<file path="config.mk">
export PLATFORM = sky130hd
export DESIGN_NAME = complex_multiplier_pipe_flat
export DESIGN_NICKNAME = d
export VERILOG_FILES = /design/src/rtl/complex_multiplier_pipe_if.sv /design/src/rtl/complex_multiplier_pipe.sv /design/src/flat_wrapper.sv
export SDC_FILE = /design/constraint.sdc
export NUM_CORES = 2
export LEC_CHECK = 0
export ABC_CLOCK_PERIOD_IN_PS = 8450
export CAP_MARGIN = 20
export CORE_MARGIN = 2
export CORE_UTILIZATION = 59
export CTS_CLUSTER_SIZE = 14
export DETAILED_ROUTE_END_ITERATION = 7
export PLACE_DENSITY = 0.85
export SYNTH_ARGS = -nofsm -noshare
export SYNTH_HDL_FRONTEND = slang
export SYNTH_SLANG_ARGS = --single-unit
</file>
<file path="constraint.sdc">
create_clock -name i_clk -period 8.45 [get_ports i_clk]
set_clock_uncertainty 0.05 [all_clocks]
set_input_delay 1.69 -clock i_clk [delete_from_list [all_inputs] [get_ports i_clk]]
set_output_delay 1.69 -clock i_clk [all_outputs]
set_load 0.03 [all_outputs]
</file>
<file path="src/rtl/complex_multiplier_pipe_if.sv">
// Streaming interface of complex_multiplier_pipe: input sample/twiddle with a
// valid/ready handshake, output product with valid/ready, plus the sticky
// overflow clear/flag pair.
interface complex_multiplier_pipe_if #(
    parameter int unsigned DATA_W = 16,
    parameter int unsigned TW_W   = 16
);
    logic              i_valid;
    logic              o_ready;
    logic [DATA_W-1:0] i_data_re;
    logic [DATA_W-1:0] i_data_im;
    logic [TW_W-1:0]   i_tw_re;
    logic [TW_W-1:0]   i_tw_im;
    logic              i_conj;
    logic              o_valid;
    logic              i_ready;
    logic [DATA_W-1:0] o_prod_re;
    logic [DATA_W-1:0] o_prod_im;
    logic              i_clr_ovf;
    logic              o_ovf;

    // Multiplier side
    modport slave (
        input  i_valid, i_data_re, i_data_im, i_tw_re, i_tw_im, i_conj, i_ready, i_clr_ovf,
        output o_ready, o_valid, o_prod_re, o_prod_im, o_ovf
    );

    // Producer/consumer side
    modport master (
        output i_valid, i_data_re, i_data_im, i_tw_re, i_tw_im, i_conj, i_ready, i_clr_ovf,
        input  o_ready, o_valid, o_prod_re, o_prod_im, o_ovf
    );
endinterface

</file>
<file path="src/rtl/complex_multiplier_pipe.sv">
// Three-stage pipelined complex multiplier (data x twiddle, optional twiddle
// conjugation) with a global-stall valid/ready handshake, a single rounding
// point and a sticky overflow flag.
// Build option: define CMULT_SATURATE_EN to clip out-of-range results; without
// it the output wraps to the low DATA_W bits while o_ovf still flags the range
// violation.
module complex_multiplier_pipe #(
    parameter int unsigned DATA_W = 16,
    parameter int unsigned TW_W   = 16,
    parameter int unsigned TW_F   = TW_W - 1
) (
    input logic                     i_clk,
    input logic                     i_rst,
    complex_multiplier_pipe_if.slave bus
);
    localparam int unsigned PW = DATA_W + TW_W;   // product width
    localparam int unsigned SW = PW + 1;          // combined sum width
    localparam int unsigned XW = SW + 1 - TW_F;   // rounded, shifted width

    // Half an LSB of the output, added once before the shift (round-half-up)
    localparam logic signed [SW:0] Rnd = {{SW{1'b0}}, 1'b1} << (TW_F - 1);

`ifdef CMULT_SATURATE_EN
    localparam logic [DATA_W-1:0] PosMax = {1'b0, {(DATA_W - 1){1'b1}}};
    localparam logic [DATA_W-1:0] NegMax = {1'b1, {(DATA_W - 1){1'b0}}};
`endif

    logic adv;

    logic v1_q, v2_q, v3_q;
    logic conj_q;
    logic signed [PW-1:0] a_x, b_x, c_x, d_x;
    logic signed [PW-1:0] ac_d, ad_d, bc_d, bd_d;
    logic signed [PW-1:0] ac_q, ad_q, bc_q, bd_q;
    logic signed [SW-1:0] re_s_d, im_s_d, re_s_q, im_s_q;
    logic signed [SW:0]   re_rnd, im_rnd;
    logic [XW-1:0]        re_x, im_x;
    logic                 re_oor, im_oor;
    logic [DATA_W-1:0]    re_d, im_d, re_q, im_q;
    logic                 ovf_d, ovf_q;
    logic                 unused_rnd;

    // Global stall: every stage moves only when the output slot is free or drained
    always_comb begin
        adv         = !v3_q || bus.i_ready;
        bus.o_ready = adv && !i_rst;
        bus.o_valid = v3_q;
        bus.o_prod_re = re_q;
        bus.o_prod_im = im_q;
        bus.o_ovf   = ovf_q;
    end

    // S1 next state: four partial products on sign-extended operands
    always_comb begin
        a_x  = {{TW_W{bus.i_data_re[DATA_W-1]}}, bus.i_data_re};
        b_x  = {{TW_W{bus.i_data_im[DATA_W-1]}}, bus.i_data_im};
        c_x  = {{DATA_W{bus.i_tw_re[TW_W-1]}}, bus.i_tw_re};
        d_x  = {{DATA_W{bus.i_tw_im[TW_W-1]}}, bus.i_tw_im};
        ac_d = a_x * c_x;
        ad_d = a_x * d_x;
        bc_d = b_x * c_x;
        bd_d = b_x * d_x;
    end

    // S1 register: products captured on an accepted input
    always_ff @(posedge i_clk or posedge i_rst) begin
        if (i_rst) begin
            v1_q   <= 1'b0;
            conj_q <= 1'b0;
            ac_q   <= '0;
            ad_q   <= '0;
            bc_q   <= '0;
            bd_q   <= '0;
        end else if (adv) begin
            v1_q <= bus.i_valid;
            if (bus.i_valid) begin
                conj_q <= bus.i_conj;
                ac_q   <= ac_d;
                ad_q   <= ad_d;
                bc_q   <= bc_d;
                bd_q   <= bd_d;
            end
        end
    end

    // S2 next state: full-precision combine, conj flips the sign of d
    always_comb begin
        re_s_d = '0;
        im_s_d = '0;
        if (conj_q) begin
            re_s_d = {ac_q[PW-1], ac_q} + {bd_q[PW-1], bd_q};
            im_s_d = {bc_q[PW-1], bc_q} - {ad_q[PW-1], ad_q};
        end else begin
            re_s_d = {ac_q[PW-1], ac_q} - {bd_q[PW-1], bd_q};
            im_s_d = {ad_q[PW-1], ad_q} + {bc_q[PW-1], bc_q};
        end
    end

    // S2 register: combined sums
    always_ff @(posedge i_clk or posedge i_rst) begin
        if (i_rst) begin
            v2_q   <= 1'b0;
            re_s_q <= '0;
            im_s_q <= '0;
        end else if (adv) begin
            v2_q <= v1_q;
            if (v1_q) begin
                re_s_q <= re_s_d;
                im_s_q <= im_s_d;
            end
        end
    end

    // S3 next state: round once, range check, then clip or wrap
    always_comb begin
        re_rnd     = {re_s_q[SW-1], re_s_q} + Rnd;
        im_rnd     = {im_s_q[SW-1], im_s_q} + Rnd;
        re_x       = re_rnd[SW:TW_F];
        im_x       = im_rnd[SW:TW_F];
        unused_rnd = ^{re_rnd[TW_F-1:0], im_rnd[TW_F-1:0]};
        // In range iff every bit above the output sign bit matches it
        re_oor     = !((&re_x[XW-1:DATA_W-1]) || !(|re_x[XW-1:DATA_W-1]));
        im_oor     = !((&im_x[XW-1:DATA_W-1]) || !(|im_x[XW-1:DATA_W-1]));
`ifdef CMULT_SATURATE_EN
        re_d = re_oor ? (re_x[XW-1] ? NegMax : PosMax) : re_x[DATA_W-1:0];
        im_d = im_oor ? (im_x[XW-1] ? NegMax : PosMax) : im_x[DATA_W-1:0];
`else
        re_d = re_x[DATA_W-1:0];
        im_d = im_x[DATA_W-1:0];
`endif
        // A set in the same cycle as a clear must win
        ovf_d = (ovf_q && !bus.i_clr_ovf) || (adv && v2_q && (re_oor || im_oor));
    end

    // S3 register: output sample and sticky overflow
    always_ff @(posedge i_clk or posedge i_rst) begin
        if (i_rst) begin
            v3_q  <= 1'b0;
            re_q  <= '0;
            im_q  <= '0;
            ovf_q <= 1'b0;
        end else begin
            ovf_q <= ovf_d;
            if (adv) begin
                v3_q <= v2_q;
                if (v2_q) begin
                    re_q <= re_d;
                    im_q <= im_d;
                end
            end
        end
    end
endmodule

</file>
<file path="src/flat_wrapper.sv">
// flat-port wrapper written by rule: the top's interface ports become plain ports
module complex_multiplier_pipe_flat 
#(
    parameter int unsigned DATA_W = 16,
    parameter int unsigned TW_W   = 16,
    parameter int unsigned TW_F   = TW_W - 1
)
  (i_clk, i_rst, bus_i_valid, bus_i_data_re, bus_i_data_im, bus_i_tw_re, bus_i_tw_im, bus_i_conj, bus_i_ready, bus_i_clr_ovf, bus_o_ready, bus_o_valid, bus_o_prod_re, bus_o_prod_im, bus_o_ovf);
  complex_multiplier_pipe_if #(.DATA_W(DATA_W), .TW_W(TW_W)) bus_i ();
  input logic i_clk;
  input logic i_rst;
  input wire logic [$bits(bus_i.i_valid)-1:0] bus_i_valid;
  input wire logic [$bits(bus_i.i_data_re)-1:0] bus_i_data_re;
  input wire logic [$bits(bus_i.i_data_im)-1:0] bus_i_data_im;
  input wire logic [$bits(bus_i.i_tw_re)-1:0] bus_i_tw_re;
  input wire logic [$bits(bus_i.i_tw_im)-1:0] bus_i_tw_im;
  input wire logic [$bits(bus_i.i_conj)-1:0] bus_i_conj;
  input wire logic [$bits(bus_i.i_ready)-1:0] bus_i_ready;
  input wire logic [$bits(bus_i.i_clr_ovf)-1:0] bus_i_clr_ovf;
  output wire logic [$bits(bus_i.o_ready)-1:0] bus_o_ready;
  output wire logic [$bits(bus_i.o_valid)-1:0] bus_o_valid;
  output wire logic [$bits(bus_i.o_prod_re)-1:0] bus_o_prod_re;
  output wire logic [$bits(bus_i.o_prod_im)-1:0] bus_o_prod_im;
  output wire logic [$bits(bus_i.o_ovf)-1:0] bus_o_ovf;
  assign bus_i.i_valid = bus_i_valid;
  assign bus_i.i_data_re = bus_i_data_re;
  assign bus_i.i_data_im = bus_i_data_im;
  assign bus_i.i_tw_re = bus_i_tw_re;
  assign bus_i.i_tw_im = bus_i_tw_im;
  assign bus_i.i_conj = bus_i_conj;
  assign bus_i.i_ready = bus_i_ready;
  assign bus_i.i_clr_ovf = bus_i_clr_ovf;
  assign bus_o_ready = bus_i.o_ready;
  assign bus_o_valid = bus_i.o_valid;
  assign bus_o_prod_re = bus_i.o_prod_re;
  assign bus_o_prod_im = bus_i.o_prod_im;
  assign bus_o_ovf = bus_i.o_ovf;
  complex_multiplier_pipe #(.DATA_W(DATA_W), .TW_W(TW_W), .TW_F(TW_F)) u_core (.i_clk(i_clk), .i_rst(i_rst), .bus(bus_i));
endmodule
</file>
==> results.md <==
- The met2 capacity usage during global routing is 51.19%.
- From synthesis to final layout, the design area changed by 10.64%.
- The layout has 6413 filler cells.
- The critical path starts at bus_i_data_re[7].
- Of all nets on the critical path, the largest fanout is 26.
- The data arrival time of the critical path is 8.53 ns.
- After Yosys synthesis, full adders, half adders and majority gates account for 51.53% of the synthesized area.
- The hold violation count in the final report was 0.
- The first global-routing pass estimated 219.2 mm of wire.
- No sink is reached through more buffers than the 3 on the longest clock path.
- Global routing consumed, over all layers together, 32.31% of the routing resources.
- Summing the areas of all xor and xnor instances in the mapped netlist gives 4.407% of the synthesized area.
- In this run, distinct cell masters in the synthesized netlist total 79.
- The startpoint of the tightest hold check path is u_core.bc_q[0].
- TritonCTS built the clock tree.
- The residual antenna-violating net count after detailed routing is 0.
- In the synthesized netlist, the cells that appear most often are 1155 x inv_1, 1048 x fa_1, 732 x nand2_1.
- The cell taking the most area after synthesis is fa_1.
- The worst-skew pair later-pin latency is 0.55 ns.
- The clock slew seen by the registers of the worst setup and hold paths is 0.06 ns.
- The main combinational cell family by area after synthesis is adder cells.
- In the final routed layout, each cell accounts on average for 19.83 um.
- For this design, the CTS-stage hold fixing added 0 buffers.
- The via count of the first global-routing pass was 41410.
- The number of buffers and inverters on the critical path is 7.
- The final max-slew violation count came to 0.
- The critical path is of the input pin to flip-flop type.
- The floorplan has 107 rows.
- The sum of negative setup slack is 0 ns.
- Pin placement for this block handled 105 I/O pins.
- After global routing the overflow that remains totals 0.
- The number of gates resized after CTS was 0.
- The largest incremental delay on the critical path is 0.55 ns.
- The final layout contains 7258 nets.
- After legalization and detailed placement, the total HPWL measured 113.4 mm.
- The number of buffers inserted by port buffering is 104.
- The congestion estimate from routability-driven global placement came to 0.9941.
- For this run, the top clock speed supported by timing is 0.1221 GHz.
- The capturing element type of the critical path is a flip-flop.
- The number of antenna violations at the first check in global routing is 11.
- For this block, the initial DRC count from the detailed router was 3023.
- Summing over every cut layer, the via total after detailed routing is 39110.
- The proportion of synthesized flip-flops having asynchronous set or reset is 100.0%.
- The finished cells cover 55630 um^2.
- The pin count of the biggest net entering global routing is 175.
- Setup violations remaining at the end of the flow were counted as 0.
- The routing layer with the top usage in global route is met2.
- Of the synthesized area, sequential elements account for 10.10%.
- The proportion of netlist area held by the largest area contributor is 41.72%.
- The portion of the clock cycle consumed by the worst path in the final layout is 96.92%.
- The fraction of synthesized area in multiplexers is 0.1294%.
- The time the final worst path needs with I/O delays and setup is 8.189 ns.
- In this run the vertical extent of the chip is 295.9 um.
- Using the TritonRoute via totals, the vias-per-cell ratio works out to 5.660.
- The total wire length after detailed routing is 137.0 mm.
- In this run the tightest slew margin relative to its limit is 35.38%.
- The cell type of the slowest stage on the worst timing path is fa_1.
- Synthesis handed over a netlist of 5564 instances.
- The worst register-to-register path begins at u_core.bd_q[2].
- The number of nets handed over by synthesis was 7076.
- In this run the number of H-tree levels came out at 1.
- The mapped netlist covers 50280 um^2.
- The measured slew at the worst slew-check pin is 0.9693 ns.
- After detailed routing, the number of remaining DRC violations is 0.
- The minimum hold slack is 0.4173 ns.
- Yosys printed 0 warnings.
- The proportion of layout cells with a drive suffix above 1 is 6.507%.
- The number of clock sinks is 203.
- Yosys instantiated no cell more often than inv_1.
- The die covers 87580 um^2.
- The max-cap check violation count is 0.
- Setup repair after global routing left no endpoint under its margin.
- Before antenna repair, the detailed router went through 8 iterations.
- The critical path data required time is 8.79 ns.
- The dominant delay contributor by cell family on the critical path is adder cells.
- The met3 track demand over resource in global routing is 8.319%.
- After detailed placement, the total cell area comes to 54770 um^2.
- For this configuration, the core starts out at a cell density of 59.33%.
- The mean instance size in the synthesized netlist is 9.037 um^2.
- The core box area is 84750 um^2.
- After synthesis the netlist holds a flip-flop and latch count of 203.
- Counting stages on the worst path, the most repeated cell is fa_1.
- By area the synthesized netlist is led by fa_1 42%, dfrtp_1 10%, ha_1 9.8%, inv_1 8.6%, and2_1 6.3%.
- The number of enable flip-flop cells after synthesis is 0.
- The main flop type after synthesis is dfrtp_1.
- The die is 295.9 um wide.
- The class of the worst hold path is flip-flop to flip-flop.
- Summing the areas of all compound-gate instances in the mapped netlist gives 7.191% of the synthesized area.
- The run finished with clean final reports.
- The root buffer cell is clkbuf_16.
- Global routing used 40.69% of the available met1 tracks.
- The area share of and/or/nand/nor cells after synthesis is 16.17%.
- The number of clock buffers added by TritonCTS is 25.
- The post-CTS repair timing setup buffer count is 0.
- The category of the worst setup path launch point is an input pin.
==> layout make-up <==
type / instances / area [um^2] / area share, %
multi-input combinational: 3959 / 39950 / 71.82
timing repair buffer: 401 / 3966 / 7.130
clock inverter: 15 / 175.2 / 0.3149
sequential: 203 / 5081 / 9.133
clock buffer: 29 / 670.6 / 1.205
antenna: 3 / 7.507 / 0.01349
tap: 1144 / 1431 / 2.573
inverter: 1156 / 4347 / 7.813
==> worst paths after layout <==
path | end | slack, ns | depth (start not counted)
max in group asynchronous | u_core.conj_q | 5.13 | 3
worst max register to register | u_core.re_s_q[32] | 3.44 | 16
worst max-delay path | u_core.ad_q[27] | 0.26 | 25
min in group asynchronous | u_core.bus.o_prod_im[15] | 1.71 | 2
worst min-delay path | u_core.bc_q[0] | 0.42 | 2
worst min register to register | u_core.bc_q[0] | 0.42 | 2
==> cell usage in the layout (no fill, tap or decap), types with 6 or more instances in the layout <==
master and instances:
o21a_1 21, dfrtp_1 202, or4_1 6, clkbuf_16 25, a21oi_1 169, and3_1 20, o21ai_1 8, a211o_1 6
nand3_1 47, o21bai_1 20, o31ai_1 21, o21ai_0 183, nor3_1 37, xnor2_1 152, ha_1 394, clkdlybuf4s50_1 104
buf_4 242, xor2_1 101, and2_1 503, nor4_1 13, a31oi_1 18, a21o_1 69, a21boi_0 6, nor2b_1 11
or2_2 6, nor2_1 183, nor3b_1 6, or3_1 14, nand4_1 16, and4_1 7, a211oi_1 16, buf_12 54
inv_1 1154, fa_1 1048, nand2b_1 40, nand2_1 730
==> worst min-delay path: cells and delay by family (launching register included) <==
kind          cells  cell delay [ns]
flops             1             0.33
simple gates      2             0.10
==> logic make-up (layout without fill, tap and decap cells) <==
kind of cell / count (synthesis) / count (layout)
AOI/OAI and AO/OA: 592 / 592
xor gates and xnor gates: 253 / 253
adders and majority gates: 1442 / 1442
buffers and inverters: 1402 / 1601
DFF: 203 / 203
muxes: 6 / 6
other: 0 / 3
and+or+nand+nor: 1666 / 1666
==> stage by stage <==
| step | instances | utilization (%) | worst slack, ns |
|---|---|---|---|
| 5_1_grt | 6907 | 65.64 | 0.04480 |
| 2_1_floorplan | 5564 | - | 0.7719 |
| 6_report | 6910 | 65.65 | 0.2605 |
| 3_5_place_dp | 6863 | 64.63 | -0.2797 |
| 3_3_place_gp | 6862 | 64.60 | -0.1947 |
| 4_1_cts | 6907 | 65.63 | 0.2802 |
==> layer usage <==
layer  part of all wire, %  wire length, um
met5                 0.039               54
met4                   7.1             9677
met3                    11            14670
met2                    45            61940
met1                    37            50680
==> sequential cells by signal, indices dropped and copies added, names as in the netlist, 16 cells and up <==
register              cells
u_core.ac_q              32
u_core.ad_q              32
u_core.bc_q              32
u_core.bd_q              32
u_core.bus.o_prod_im     16
u_core.bus.o_prod_re     16
u_core.im_s_q            19
u_core.re_s_q            19
Power is not shown: default switching activity piles up to over one toggle a cycle in this logic, so the estimate is an artifact.
